`config.mk`:
```
export PLATFORM = sky130hd
export DESIGN_NAME = fetch
export DESIGN_NICKNAME = d
export VERILOG_FILES = /design/src/rtl/fetch.sv
export SDC_FILE = /design/constraint.sdc
export NUM_CORES = 1
export LEC_CHECK = 0
export ABC_AREA = 1
export BUFFER_PORTS_ARGS = -buffer_cell sky130_fd_sc_hd__buf_4
export CAP_MARGIN = 25
export CORE_ASPECT_RATIO = 1.1
export CORE_MARGIN = 2
export CORE_UTILIZATION = 56
export DETAILED_ROUTE_END_ITERATION = 12
export GPL_ROUTABILITY_DRIVEN = 0
export GPL_TIMING_DRIVEN = 0
export PLACE_DENSITY = 0.82
export SLEW_MARGIN = 40
export SYNTH_ARGS = -nofsm -noshare
export SYNTH_HDL_FRONTEND = slang
export SYNTH_SLANG_ARGS = --single-unit
```
`constraint.sdc`:
```
create_clock -name clk -period 5.9 [get_ports clk]
set_clock_uncertainty 0.15 [all_clocks]
set_input_delay 1.18 -clock clk [delete_from_list [all_inputs] [get_ports clk]]
set_output_delay 1.18 -clock clk [all_outputs]
set_load 0.1 [all_outputs]
```
`src/rtl/fetch.sv`:
```
// Instruction fetch stage: one outstanding memory request feeding a 2-entry
// {pc, instr} buffer toward decode, with redirect/kill handling.
module fetch #(
  parameter int unsigned           ADDR_W   = 32,
  parameter int unsigned           INSTR_W  = 32,
  parameter logic [ADDR_W-1:0]     RESET_PC = '0,
  parameter logic [ADDR_W-1:0]     PC_INC   = 4
) (
  input  logic               clk,
  input  logic               clr,
  input  logic               stall,
  input  logic               i_br_taken,
  input  logic [ADDR_W-1:0]  i_br_target,
  output logic               o_imem_req,
  output logic [ADDR_W-1:0]  o_imem_addr,
  input  logic               i_imem_ack,
  input  logic [INSTR_W-1:0] i_imem_data,
  output logic [ADDR_W-1:0]  o_pc,
  output logic [INSTR_W-1:0] o_instr,
  output logic               o_valid
);

  typedef enum logic [1:0] {
    S_IDLE,
    S_FETCH,
    S_KILL
  } state_t;

  state_t              state, state_nx;
  logic [ADDR_W-1:0]   f_pc, f_pc_nx;
  logic [ADDR_W-1:0]   req_addr, req_addr_nx;
  logic [1:0]          count, count_nx;
  logic                rd_ptr, wr_ptr;
  logic [ADDR_W-1:0]   buf_pc    [2];
  logic [INSTR_W-1:0]  buf_instr [2];
  logic                push, pop, room;

  // Buffer bookkeeping; a redirect flushes and wins over push/pop
  always_comb begin
    pop  = !stall && (count != 2'd0) && !i_br_taken;
    push = (state == S_FETCH) && i_imem_ack && !i_br_taken;
    if (i_br_taken) count_nx = '0;
    else            count_nx = count + {1'b0, push} - {1'b0, pop};
    room = (count_nx < 2'd2);
  end

  always_comb begin
    state_nx    = state;
    f_pc_nx     = f_pc;
    req_addr_nx = req_addr;
    unique case (state)
      S_IDLE: begin
        if (i_br_taken) begin
          f_pc_nx     = i_br_target;
          req_addr_nx = i_br_target;
          state_nx    = S_FETCH;
        end else if (room) begin
          req_addr_nx = f_pc;
          state_nx    = S_FETCH;
        end
      end
      S_FETCH: begin
        if (i_br_taken && i_imem_ack) begin
          f_pc_nx     = i_br_target;
          req_addr_nx = i_br_target;
        end else if (i_br_taken) begin
          f_pc_nx  = i_br_target;
          state_nx = S_KILL;
        end else if (i_imem_ack) begin
          f_pc_nx = req_addr + PC_INC;
          if (room) req_addr_nx = req_addr + PC_INC;
          else      state_nx    = S_IDLE;
        end
      end
      S_KILL: begin
        // The stale request must drain before a new address can be issued
        if (i_imem_ack) begin
          f_pc_nx     = i_br_taken ? i_br_target : f_pc;
          req_addr_nx = i_br_taken ? i_br_target : f_pc;
          state_nx    = S_FETCH;
        end else if (i_br_taken) begin
          f_pc_nx = i_br_target;
        end
      end
      default: state_nx = S_IDLE;
    endcase
  end

  always_ff @(posedge clk) begin
    if (clr) begin
      state    <= S_IDLE;
      f_pc     <= RESET_PC;
      req_addr <= RESET_PC;
      count    <= '0;
      rd_ptr   <= 1'b0;
      wr_ptr   <= 1'b0;
    end else begin
      state    <= state_nx;
      f_pc     <= f_pc_nx;
      req_addr <= req_addr_nx;
      count    <= count_nx;
      if (i_br_taken) begin
        rd_ptr <= 1'b0;
        wr_ptr <= 1'b0;
      end else begin
        if (push) wr_ptr <= ~wr_ptr;
        if (pop)  rd_ptr <= ~rd_ptr;
      end
    end
  end

  always_ff @(posedge clk) begin
    if (push) begin
      buf_pc[wr_ptr]    <= req_addr;
      buf_instr[wr_ptr] <= i_imem_data;
    end
  end

  always_comb begin
    o_imem_req  = ((state == S_FETCH) || (state == S_KILL)) && !clr;
    o_imem_addr = req_addr;
    o_valid     = (count != 2'd0) && !i_br_taken && !clr;
    o_pc        = o_valid ? buf_pc[rd_ptr]    : '0;
    o_instr     = o_valid ? buf_instr[rd_ptr] : '0;
  end

endmodule

```
==> results of run 1 <==
-- flip-flops by register name (all words and copies together), names as in the netlist, named ones only --
signal / count
o_imem_addr: 32
count: 2
rd_ptr: 1
buf_pc: 64
buf_instr: 64
wr_ptr: 1
f_pc: 32
state: 2
-- cell families after synthesis --
logic type | Yosys count | share of synthesized area, %
XOR/XNOR | 17 | 1.56
AO/OA/AOI/OAI | 243 | 13.8
buffers and inverters | 135 | 6.01
AND/OR/NAND/NOR | 510 | 22.5
adder cells (fa/ha/maj) | 7 | 0.919
flip-flops | 199 | 55.2
-- stage by stage --
| step | total power [mW] | TNS [ps] |
|---|---|---|
| 2_1_floorplan | 3.04 | -12210 |
| 3_3_place_gp | 3.47 | -72660 |
| 3_5_place_dp | 3.51 | 0 |
| 4_1_cts | 4.72 | 0 |
| 5_1_grt | 4.92 | 0 |
| 6_report | 4.76 | 0 |
-- cells in the mapped netlist, types with 2 or more instances --
master | n | share of area (%)
nand2_1 | 336 | 13
a21oi_1 | 133 | 7.0
edfxtp_1 | 128 | 40
nor2_1 | 78 | 3.1
dfxtp_1 | 71 | 15
inv_1 | 67 | 2.6
o21ai_0 | 64 | 3.4
nand3_1 | 54 | 2.8
clkbuf_1 | 28 | 1.1
a31oi_1 | 26 | 1.7
buf_2 | 26 | 1.4
nand2_2 | 9 | 0.59
xnor2_1 | 9 | 0.83
a311oi_1 | 8 | 0.74
nor2_4 | 8 | 0.95
xor2_1 | 8 | 0.74
ha_1 | 7 | 0.92
nand4_1 | 7 | 0.46
inv_2 | 6 | 0.24
a32o_1 | 4 | 0.42
nor2_2 | 4 | 0.26
nor3_1 | 4 | 0.21
buf_4 | 3 | 0.24
buf_6 | 3 | 0.35
nand3b_1 | 3 | 0.24
a22oi_1 | 2 | 0.16
nand3_2 | 2 | 0.21
o22ai_1 | 2 | 0.13
-- critical path, delay by kind of cell --
family | cells | cell delay, ps
and+or+nand+nor | 2 | 420
AOI/OAI and AO/OA | 1 | 200
buffers and inverters | 6 | 1150
-- metal layers --
layer / track usage, % / vias up / routed length, um
li1: - / 4146 / -
met1: 37.5 / 3959 / 10100
met2: 48.1 / 569 / 12800
met3: 5.58 / 70 / 3060
met4: 12.1 / 0 / 888
met5: 0 / - / 0
-- power by group through the flow --
stage / logic, mW / registers (mW) / clock network [mW]
3_5_place_dp: 1.59 / 1.92 / 0
4_1_cts: 1.61 / 1.89 / 1.22
2_1_floorplan: 0.681 / 2.36 / 0
6_report: 1.64 / 1.90 / 1.22
3_3_place_gp: 1.56 / 1.92 / 0
5_1_grt: 1.73 / 1.92 / 1.28
-- worst max path at each step --
| stage | cells past startpoint | to |
|---|---|---|
| global placement | 5 | buf_instr[1][3] |
| global route | 9 | o_pc[10] |
| detailed placement | 9 | o_pc[22] |
| floorplan | 7 | o_instr[0] |
| CTS | 9 | o_pc[22] |
| finish | 9 | o_pc[22] |
-- layout make-up --
class	count	area [sq um]	share of cell area, %
plain buffers	61	295	2.49
clock buffers	17	425	3.59
clock inverters	15	195	1.65
inverters	74	278	2.34
multi-input cells	777	3710	31.3
flip-flops and latches	199	5270	44.4
well taps	208	260	2.19
repair buffers	173	1430	12.1
==> results.toml, run 1 <==
[timing]
maxSlewHeadroom_pct = 60.1
finalHoldWorstSlack_ps = 338
setup_viol = 0
rsz0062_at_grt = "false"
finalWorstPathRequiredPeriod_ps = 4290
measured_slew_at_the_worst_slew_check_pin_ps = 598
timing_hold_violations_final = 0
fin_crit_sh_pct = 72.7
timing_max_transition_violations_final = 0
fin_ws_ps = 1610
max_freq_mhz = 233

[synthesis]
synth_async_sr_flop_share_pct = 0
synthesis.area_sq_mm = 0.00953
post_synth.cell_area_avg_sq_um = 8.58
yosysWarnings = 0
syn_nets = 1187
post_synth_num_cell_types = 39
synth_ff_type = "edfxtp_1"
synth-edff-count = 128
ys_seq_area_share_pct = 55.2
ys_ff_latch = 199
post_synth_inst_count = 1111

[min_path]
worstHoldStart = "rd_ptr"
hold-path-endpoint = "rd_ptr"
hold-path-cell-count = 1
min-delay-path-class = "reg2reg"

[finish]
antenna_cells_inserted = 0
drive_above_1_share_pct = 20.6
nets = 1379
final_common_cell = "nand2_1"
layout.cells.most_common_list = "nand2_1 (336), buf_4 (168), a21oi_1 (133)"
final-instance-count-excl-fill = 1524
fillCellCount = 1254
fin_area_sq_mm = 0.0119
syn2layout_area_growth_pct = 24.4
final_util_pct = 70.5

[placement]
placed_area_sq_mm = 0.0112
number_of_port_buffers = 165
detailed_place_hpwl_mm = 19.4
placement.setup.worst_slack_ps = 1650
place.detailed.instances = 1492

[floorplanning]
coreArea_sq_mm = 0.0168
top_level_ports = 167
die_area_sq_mm = 0.0181
die_w_um = 128
placementRows = 50
floorplan.die.height_um = 141
initial_utilization_pct = 56.6

[status]
outcome = "finished clean"

[worst_setup_path]
crit_chain = "buf_4, buf_4, nor2_1, inv_1, nor2_1, inv_2, buf_2, a21oi_1, buf_4"
reg2reg_slack_ps = 2720
path_max_fanout = 10
crit-reg2reg-capture = "o_imem_addr[26]"
crit_path_start = "i_br_taken"
cp.arrival_ps = 2960
max_stage_delay_ps = 330
critical-path-top-cell-by-count = "buf_4"
worstReg2RegStart = "state[1]"
crit_path_top_delay_cell = "buf_4"
timing.critical_path.to_type = "output pin"
worst-endpoint-required_ps = 4570
reg2reg_depth = 19
critPathLaunchType = "input port"
worstSetupPathType = "in2out"

[clocking]
path_clk_slew_ps = 70
number_of_buffers_inserted_during_clock_tree_synthesis = 17
post_cts.repair.setup_buffers = 0
tritoncts = "yes"
worst_skew_pair.late_latency_ps = 440
htreeDepth = 4
cts_hold_buffers = 0
cts.sink_count = 199
ctsResizeCount = 0
maximum_buffer_depth_of_the_clock_tree = 2
root_buffer = "clkbuf_16"

[power_and_ir_drop]
sw_frac_of_total_pct = 42.1
share_comb_of_total_power_pct = 34.4
leakage_nw = 4.90
vdd_drop_max_v = 0.000228
cellInternalPower_mw = 2.75
power.clock.fraction_pct = 25.7
net-switching-power_mw = 2.01
p_seq_share_pct = 39.9
power_per_cell_area_mw_per_mm2 = 401

[routing]
route.detailed.wl_per_inst_um = 17.6
drt_pre_antenna_iters = 6
routed_wl_mm = 26.9
remaining_drc_errors = 0
final_antenna_net_count = 0
route.detailed.vias_per_inst = 5.74
drt_iter0_drc = 810
via_count = 8744

[flow_run]
drv.max_cap_violation_count = 0

[grt]
grt_start_max_net_pins = 21
global_route.usage.total_pct = 29.1
grt_pass1_wl_mm = 41.0
grt.overflow.total = 0
antenna_found_initial = 0
grt_pass1_vias = 8041
(Power assumes the default switching activity.)
==> run 2: changes to the inputs <==
ABC_AREA = 0   (was 1)
clock period = 4.42 ns   (was 5.9 ns; I/O delays follow)
==> results.toml, run 2 <==
[placement]
placement.setup.worst_slack_ps = -721
detailed_place_hpwl_mm = 17.7
number_of_port_buffers = 166

[timing]
max_freq_mhz = 235
maxSlewHeadroom_pct = 43.4
fin_ws_ps = 161
finalWorstPathRequiredPeriod_ps = 4260
timing_max_transition_violations_final = 0
rsz0062_at_grt = "true"
fin_crit_sh_pct = 96.4
setup_viol = 0
finalHoldWorstSlack_ps = 343
measured_slew_at_the_worst_slew_check_pin_ps = 846
timing_hold_violations_final = 0

[worst_setup_path]
timing.critical_path.to_type = "flip-flop"
worst-endpoint-required_ps = 4570
cp.arrival_ps = 4410
reg2reg_slack_ps = 270
worstSetupPathType = "in2reg"
critPathLaunchType = "input port"
path_max_fanout = 10

[clocking]
htreeDepth = 4
root_buffer = "clkbuf_16"
cts.sink_count = 199
worst_skew_pair.late_latency_ps = 440
maximum_buffer_depth_of_the_clock_tree = 2
number_of_buffers_inserted_during_clock_tree_synthesis = 17
tritoncts = "yes"
path_clk_slew_ps = 70
cts_hold_buffers = 0

[finish]
area.sequential_sq_mm = 0.00527
drive_above_1_share_pct = 23.7
fillCellCount = 1223
multi_input_comb_area_sq_mm = 0.00367
largestRegisters = "buf_instr: 64 flops, buf_pc: 64 flops"
nets = 1104
final_common_cell = "buf_4"
layout.cells.most_common_list = "buf_4 (167), nor2_1 (157), edfxtp_1 (128)"
antenna_cells_inserted = 0
syn2layout_area_growth_pct = 23.7

[floorplanning]
die_area_sq_mm = 0.0175
die_w_um = 126
floorplan.die.height_um = 138
placementRows = 49
initial_utilization_pct = 56.7
top_level_ports = 167
coreArea_sq_mm = 0.0162

[synthesis]
netlist_top_cells_area = "edfxtp_1 (42%), dfxtp_1 (15%), mux2i_1 (7.1%)"
synthesis.area_sq_mm = 0.00921
synth_most_common_cell = "nor2_1"
post_synth_num_cell_types = 71
synth-edff-count = 128
top_area_cell_type_share_of_the_netlist_area_pct = 41.8
post-synth-top-area-cell = "edfxtp_1"
ys_ff_latch = 199
post_synth_inst_count = 838
yosysWarnings = 0
post_synth.cell_area_avg_sq_um = 11.0
synth_async_sr_flop_share_pct = 0
syn_nets = 914
ys_seq_area_share_pct = 57.2
commonest_cells_in_the_netlist = "nor2_1 (159), edfxtp_1 (128), dfxtp_1 (71), mux2i_1 (65), clkbuf_1 (40)"
synth_ff_type = "edfxtp_1"

[status]
outcome = "finished clean"

[routing]
drt_pre_antenna_iters = 7
via_count = 7691
route.detailed.wl_per_inst_um = 20.7
routed_wl_mm = 25.8
drt_iter0_drc = 1222
remaining_drc_errors = 0
route.detailed.vias_per_inst = 6.18
final_antenna_net_count = 0

[grt]
grt_pass1_vias = 7482
grt.overflow.total = 0
grt_pass1_wl_mm = 39.8
grt_start_max_net_pins = 38
global_route.usage.total_pct = 29.1
antenna_found_initial = 0

[power_and_ir_drop]
power_per_cell_area_mw_per_mm2 = 460
vdd_drop_max_v = 0.000300
leakage_nw = 4.24

[min_path]
min-delay-path-class = "reg2reg"

[flow_run]
drv.max_cap_violation_count = 0
run 2: final timing paths:
check | from | cells past startpoint | to
setup / recovery | i_br_taken | 14 | o_imem_addr[7]
hold / removal | f_pc[16] | 2 | f_pc[16]
setup reg to reg | state[1] | 14 | o_imem_addr[7]
hold reg to reg | f_pc[16] | 2 | f_pc[16]
run 2: through the flow:
step	util [%]	TNS, ps	power [mW]	area (sq um)	instances
after floorplan	-	0	3.34	9210	838
after global placement	65.9	-66340	3.73	10700	1208
after detailed placement	66.6	-18970	3.77	10800	1213
after CTS	70.0	0	5.20	11400	1245
after global routing	70.1	0	5.40	11400	1245
final	70.1	0	5.23	11400	1245
run 2: routing by layer:
layer,global-route usage (%),share of wire [%],vias up
met2,47.4,47,525
li1,-,-,3490
met4,12.8,3.8,0
met1,37.4,39,3579
met5,0,0,-
met3,6.93,10,97
run 2: layout make-up:
class                           count  area share (%)
Sequential cell                   199            46.2
Tap cell                          204            2.24
Clock inverter                     15            1.08
Inverter                           12           0.396
Buffer                             59            2.22
Multi-Input combinational cell    568            32.2
Clock buffer                       17            3.74
Timing Repair Buffer              171            11.9
run 2: critical path: stages:
cell	delay, ps
buf_4	140
buf_2	180
clkbuf_2	210
clkbuf_2	300
nor3_1	410
ha_1	310
inv_1	60
ha_1	160
xnor3_1	390
o311ai_2	620
clkbuf_2	420
a21oi_1	80
o22ai_1	180
nor2_1	60
run 2: report_power, final:
group	leakage, nW	internal (mW)	switching, mW
sequential	1.75	2.15	0.162
clock	0.261	0.731	0.719
combinational	2.23	0.417	1.06
total	4.24	3.30	1.94
run 2: cell families after synthesis:
kind of cell	Yosys count	share of synthesized area, %
compound gates	179	13.6
xor+xnor	30	3.00
fa+ha+maj	7	0.951
buf+inv	71	3.13
flops	199	57.2
mux	66	7.19
simple gates	286	15.0
run 2: timing repair:
action	in CTS	in global routing
setup endpoints to repair	27	26
gates resized for setup	3	8
buffers inserted	0	0
hold endpoints to repair	0	0
